==> src/rtl/mem_arbiter.sv <==
// Unified-memory arbiter: serializes IF fetches and MEM-stage data accesses
// onto one fixed-latency synchronous memory and drives the pipeline stalls.
module mem_arbiter #(
    parameter int MEM_LAT      = 2,
    parameter int MAX_D_STREAK = 4
) (
    input  logic        clk,
    input  logic        rst,
    input  logic        if_req,
    input  logic [31:0] if_addr,
    output logic [31:0] if_rdata,
    output logic        if_ready,
    output logic        if_stall,
    input  logic        dm_req,
    input  logic        dm_we,
    input  logic [31:0] dm_addr,
    input  logic [31:0] dm_wdata,
    output logic [31:0] dm_rdata,
    output logic        dm_ready,
    output logic        dm_stall,
    output logic        mem_en,
    output logic        mem_we,
    output logic [31:0] mem_addr,
    output logic [31:0] mem_wdata,
    input  logic [31:0] mem_rdata
);

    typedef enum logic [1:0] {
        IDLE,
        ISSUE,
        WAIT,
        DONE
    } state_t;

    localparam logic [3:0] LAT_LAST = 4'(MEM_LAT - 1);
    localparam logic [3:0] STRK_MAX = 4'(MAX_D_STREAK);

    state_t      state_q, state_d;
    logic [3:0]  streak_q, streak_d;
    logic [3:0]  cnt_q, cnt_d;
    logic        own_dm_q, own_dm_d;
    logic        mem_en_q, mem_en_d;
    logic        mem_we_q, mem_we_d;
    logic [31:0] mem_addr_q, mem_addr_d;
    logic [31:0] mem_wdata_q, mem_wdata_d;
    logic [31:0] if_rdata_q, if_rdata_d;
    logic [31:0] dm_rdata_q, dm_rdata_d;
    logic        if_ready_q, if_ready_d;
    logic        dm_ready_q, dm_ready_d;
    logic        grant_dm;

    // Data wins unless a waiting fetch has been passed over MAX_D_STREAK times.
    assign grant_dm = dm_req & ~(if_req & (streak_q == STRK_MAX));

    // Next-state and output decode for the access sequencer.
    always_comb begin
        state_d     = state_q;
        streak_d    = streak_q;
        cnt_d       = cnt_q;
        own_dm_d    = own_dm_q;
        mem_en_d    = 1'b0;
        mem_we_d    = mem_we_q;
        mem_addr_d  = mem_addr_q;
        mem_wdata_d = mem_wdata_q;
        if_rdata_d  = if_rdata_q;
        dm_rdata_d  = dm_rdata_q;
        if_ready_d  = 1'b0;
        dm_ready_d  = 1'b0;
        unique case (state_q)
            IDLE: begin
                if (dm_req || if_req) begin
                    state_d     = ISSUE;
                    mem_en_d    = 1'b1;
                    own_dm_d    = grant_dm;
                    mem_we_d    = grant_dm & dm_we;
                    mem_addr_d  = grant_dm ? dm_addr : if_addr;
                    mem_wdata_d = grant_dm ? dm_wdata : 32'd0;
                    if (grant_dm && if_req) begin
                        if (streak_q != STRK_MAX)
                            streak_d = streak_q + 4'd1;
                    end else begin
                        streak_d = 4'd0;
                    end
                end
            end
            ISSUE: begin
                state_d = WAIT;
                cnt_d   = 4'd0;
            end
            WAIT: begin
                if (cnt_q == LAT_LAST) begin
                    state_d = DONE;
                    if (own_dm_q) begin
                        dm_ready_d = 1'b1;
                        if (!mem_we_q)
                            dm_rdata_d = mem_rdata;
                    end else begin
                        if_ready_d = 1'b1;
                        if_rdata_d = mem_rdata;
                    end
                end else begin
                    cnt_d = cnt_q + 4'd1;
                end
            end
            DONE: begin
                state_d = IDLE;
            end
        endcase
    end

    // State and registered-output update with synchronous reset.
    always_ff @(posedge clk) begin
        if (rst) begin
            state_q     <= IDLE;
            streak_q    <= 4'd0;
            cnt_q       <= 4'd0;
            own_dm_q    <= 1'b0;
            mem_en_q    <= 1'b0;
            mem_we_q    <= 1'b0;
            mem_addr_q  <= 32'd0;
            mem_wdata_q <= 32'd0;
            if_rdata_q  <= 32'd0;
            dm_rdata_q  <= 32'd0;
            if_ready_q  <= 1'b0;
            dm_ready_q  <= 1'b0;
        end else begin
            state_q     <= state_d;
            streak_q    <= streak_d;
            cnt_q       <= cnt_d;
            own_dm_q    <= own_dm_d;
            mem_en_q    <= mem_en_d;
            mem_we_q    <= mem_we_d;
            mem_addr_q  <= mem_addr_d;
            mem_wdata_q <= mem_wdata_d;
            if_rdata_q  <= if_rdata_d;
            dm_rdata_q  <= dm_rdata_d;
            if_ready_q  <= if_ready_d;
            dm_ready_q  <= dm_ready_d;
        end
    end

    assign mem_en    = mem_en_q;
    assign mem_we    = mem_we_q;
    assign mem_addr  = mem_addr_q;
    assign mem_wdata = mem_wdata_q;
    assign if_rdata  = if_rdata_q;
    assign dm_rdata  = dm_rdata_q;
    assign if_ready  = if_ready_q;
    assign dm_ready  = dm_ready_q;
    assign if_stall  = if_req & ~if_ready_q;
    assign dm_stall  = dm_req & ~dm_ready_q;

endmodule

==> config.mk <==
export PLATFORM = sky130hd
export DESIGN_NAME = mem_arbiter
export DESIGN_NICKNAME = d
export VERILOG_FILES = /design/src/rtl/mem_arbiter.sv
export SDC_FILE = /design/constraint.sdc
export NUM_CORES = 1
export LEC_CHECK = 0
export ABC_AREA = 1
export BUFFER_PORTS_ARGS = -buffer_cell sky130_fd_sc_hd__buf_2
export CAP_MARGIN = 20
export CORE_MARGIN = 5
export CORE_UTILIZATION = 49
export CTS_BUF_LIST = sky130_fd_sc_hd__clkbuf_8
export DETAILED_ROUTE_END_ITERATION = 16
export PLACE_DENSITY = 0.85
export RECOVER_POWER = 50
export SKIP_CTS_REPAIR_TIMING = 1
export SLEW_MARGIN = 15
export SYNTH_ARGS = -nofsm -noshare
export SYNTH_HDL_FRONTEND = slang
export SYNTH_SLANG_ARGS = --single-unit
==> constraint.sdc <==
create_clock -name clk -period 1.9 [get_ports clk]
set_input_delay 0 -clock clk [delete_from_list [all_inputs] [get_ports clk]]
set_output_delay 0 -clock clk [all_outputs]
set_load 0.01 [all_outputs]
==> impl_metrics.ini <==
[synth]
syn_nets = 959
avgSynthCellArea_um2 = 7.313
synth_cells = 819
synthFlopType = dfxtp_1
synth-edff-count = 0
syn-cell-area_mm2 = 0.005989
ys_seq_area_share_pct = 47.80
ys_types = 26
synth_common_cells = 173 x nor2_1, 143 x dfxtp_1, 90 x nand2_1
synth.top_cell.area_share_pct = 47.80
ys_top_cells_by_area = dfxtp_1 48%, nor2_1 11%, a21oi_1 6.1%, nand2_1 5.6%, o21ai_0 5.2%
async_flop_share_pct = 0
ys_warn_count = 0
ys_ff_latch = 143
synth.most_common_cell = nor2_1
yosysTopAreaCell = dfxtp_1

[timing]
slew_headroom_pct = 52.48
finalCritPeriodShare_pct = 90.11
min_period_ns = 1.712
tightest_slew_ns = 0.7128
hold_viol = 0
fin_tns_setup_ns = 0
clock_skew_ns = 0.01175
maxSlewViolCount = 0
holdWs_ns = 0.05635
setup_ws_ns = 0.1879
setup_viol_count_final = 0
max_freq_mhz = 584.1
rsz0062_at_grt = false

[min_path]
hold_class = primary input to flop
hp-start = dm_req
hold_end = state_q[0]
min_path_cells = 5

[cts]
clock_latency_ns = 0.44
htreeDepth = 4
cts.path.max_buffers = 2
numClockSinks = 143
clk_pin_slew_ns = 0.08
numCtsBuffers = 17
cts-root-buf = clkbuf_8
cts_tree = done

[place]
port_buffers = 266
hpwl_mm = 12.24
pre_cts_ws_ns = 0.2852
routabilityCongestion = 0.8647
dp_cells = 1182

[drt]
num_vias = 7237
drc_errors = 0
wl_per_cell_um = 16.63
drt_wl_total_mm = 22.37
drt_pass1_iterations = 7
initialDrtViolationCount = 692
post_drt_via_cell_ratio = 5.381
ant_nets = 0

[floorplan]
pin_count = 267
die_y_um = 120.6
dieWidth_um = 120.6
core_area_mm2 = 0.01201
start_util_pct = 49.86
dieArea_mm2 = 0.01453
std_cell_rows = 40

[cells_and_area]
drive_gt1_share_pct = 15.71
areaGrowthSynthToFinish_pct = 49.55
finalNetCount = 1325
fin_cells = 1345

[power_and_ir_drop]
power_w = 0.009225
leakage_nw = 4.018
peakVddDrop_v = 0.0007040
cellPowerDensity_mw_per_mm2 = 1030

[critical_path]
critPathLaunch = streak_q[0]
r2r-end = mem_addr[31]
crit_path_start_kind = flop
arrival_ns = 2.10
required_ns = 2.29
regToRegSetupSlack_ns = 0.19
worst-path-max-fanout = 53
endpoint_kind = flop
ff2ff_path_depth = 10
reg2reg_from = streak_q[0]
criticalPathCategory = flop to flop

[grt]
grt_pass1_vias = 5641
grt_pass1_wl_mm = 27.08
grt_overflow = 0
grt_max_degree = 100
antenna_found_initial = 1
grt_usage_pct = 22.93

[status]
status = complete, no violations

[run]
drv_cap = 0
-- cell families (layout without fill, tap and decap cells) --
kind of cell,after synthesis,in the layout,share of synthesized area [%]
and+or+nand+nor,379,379,27.60
AOI/OAI and AO/OA,171,171,14.33
DFF,143,143,47.80
buffers and inverters,118,496,8.669
adders and majority gates,7,7,1.462
xor gates and xnor gates,1,1,0.1463
other,0,1,0
-- layout by cell type, fill, tap and decap left out, types with 2 or more instances in the layout --
cell / netlist / final
nor2_1: 173 / 173
nand4_1: 35 / 35
ha_1: 7 / 7
clkbuf_1: 31 / 135
nor3_1: 34 / 34
dlygate4sd3_1: 0 / 131
buf_12: 0 / 5
clkbuf_8: 0 / 18
a21oi_1: 73 / 73
or2_2: 2 / 2
bufinv_16: 0 / 5
buf_2: 25 / 132
o21ai_0: 62 / 62
dfxtp_1: 143 / 143
nand2_1: 90 / 89
clkinv_2: 0 / 2
nand3_1: 39 / 39
inv_2: 4 / 4
buf_4: 4 / 11
inv_1: 46 / 49
o21ai_1: 35 / 35
-- state kept, by name, summed over array words and instances (netlist names) --
name and cells:
state_q 2, mem_wdata 32, mem_addr 32, mem_we 1
streak_q 4, dm_ready 1, if_rdata 32, if_ready 1
dm_rdata 32, mem_en 1, own_dm_q 1, cnt_q 4
-- report_power, final --
| part | switching [W] | leakage (nW) | total [W] | internal (W) |
|---|---|---|---|---|
| registers | 0.000282 | 1.17 | 0.00377 | 0.00349 |
| clock network | 0.00117 | 0.233 | 0.00275 | 0.00158 |
| logic | 0.00171 | 2.62 | 0.00271 | 0.000996 |
-- per-stage QoR --
step           utilization [%]  instance area [µm²]
6_report                 74.57                 8957
4_1_cts                  65.08                 7818
3_5_place_dp             61.39                 7373
2_1_floorplan                -                 5989
5_1_grt                  74.57                 8957
3_3_place_gp             61.39                 7373
-- area by class of cell --
cell class | instances | area [µm²]
inverter | 50 | 187.7
sequential | 143 | 2863
timing repair buffer | 415 | 2666
fill | 856 | 3054
clock inverter | 13 | 196.4
tap | 147 | 183.9
multi-input combinational | 558 | 2610
clock buffer | 18 | 247.7
antenna | 1 | 2.502
-- critical path, cell delays in order, from the launching register on --
cell	delay, ns
dfxtp_1	0.38
inv_1	0.09
ha_1	0.20
nand2_1	0.05
inv_1	0.04
nand2_2	0.23
buf_12	0.27
nand3_1	0.13
nand2_1	0.12
nor2_1	0.06
nor2_1	0.08
-- how the worst max path moves through the flow --
stage | to | slack, ns | depth (start not counted)
floorplan | if_rdata[11] | 0.43 | 9
global placement | if_rdata[24] | 0.34 | 7
detailed placement | if_rdata[24] | 0.29 | 8
CTS | if_rdata[24] | 0.28 | 7
global route | mem_addr[19] | 0.05 | 10
finish | mem_addr[31] | 0.19 | 10
-- routing by layer --
layer  track usage [%]  wire [µm]  vias to the layer above
met3             8.793       1946                      120
li1                  -          -                     3427
met2             37.76      10880                      464
met1             26.80       8304                     3226
met5                 0          0                        -
met4             9.348       1240                        0
(Power assumes the default switching activity.)
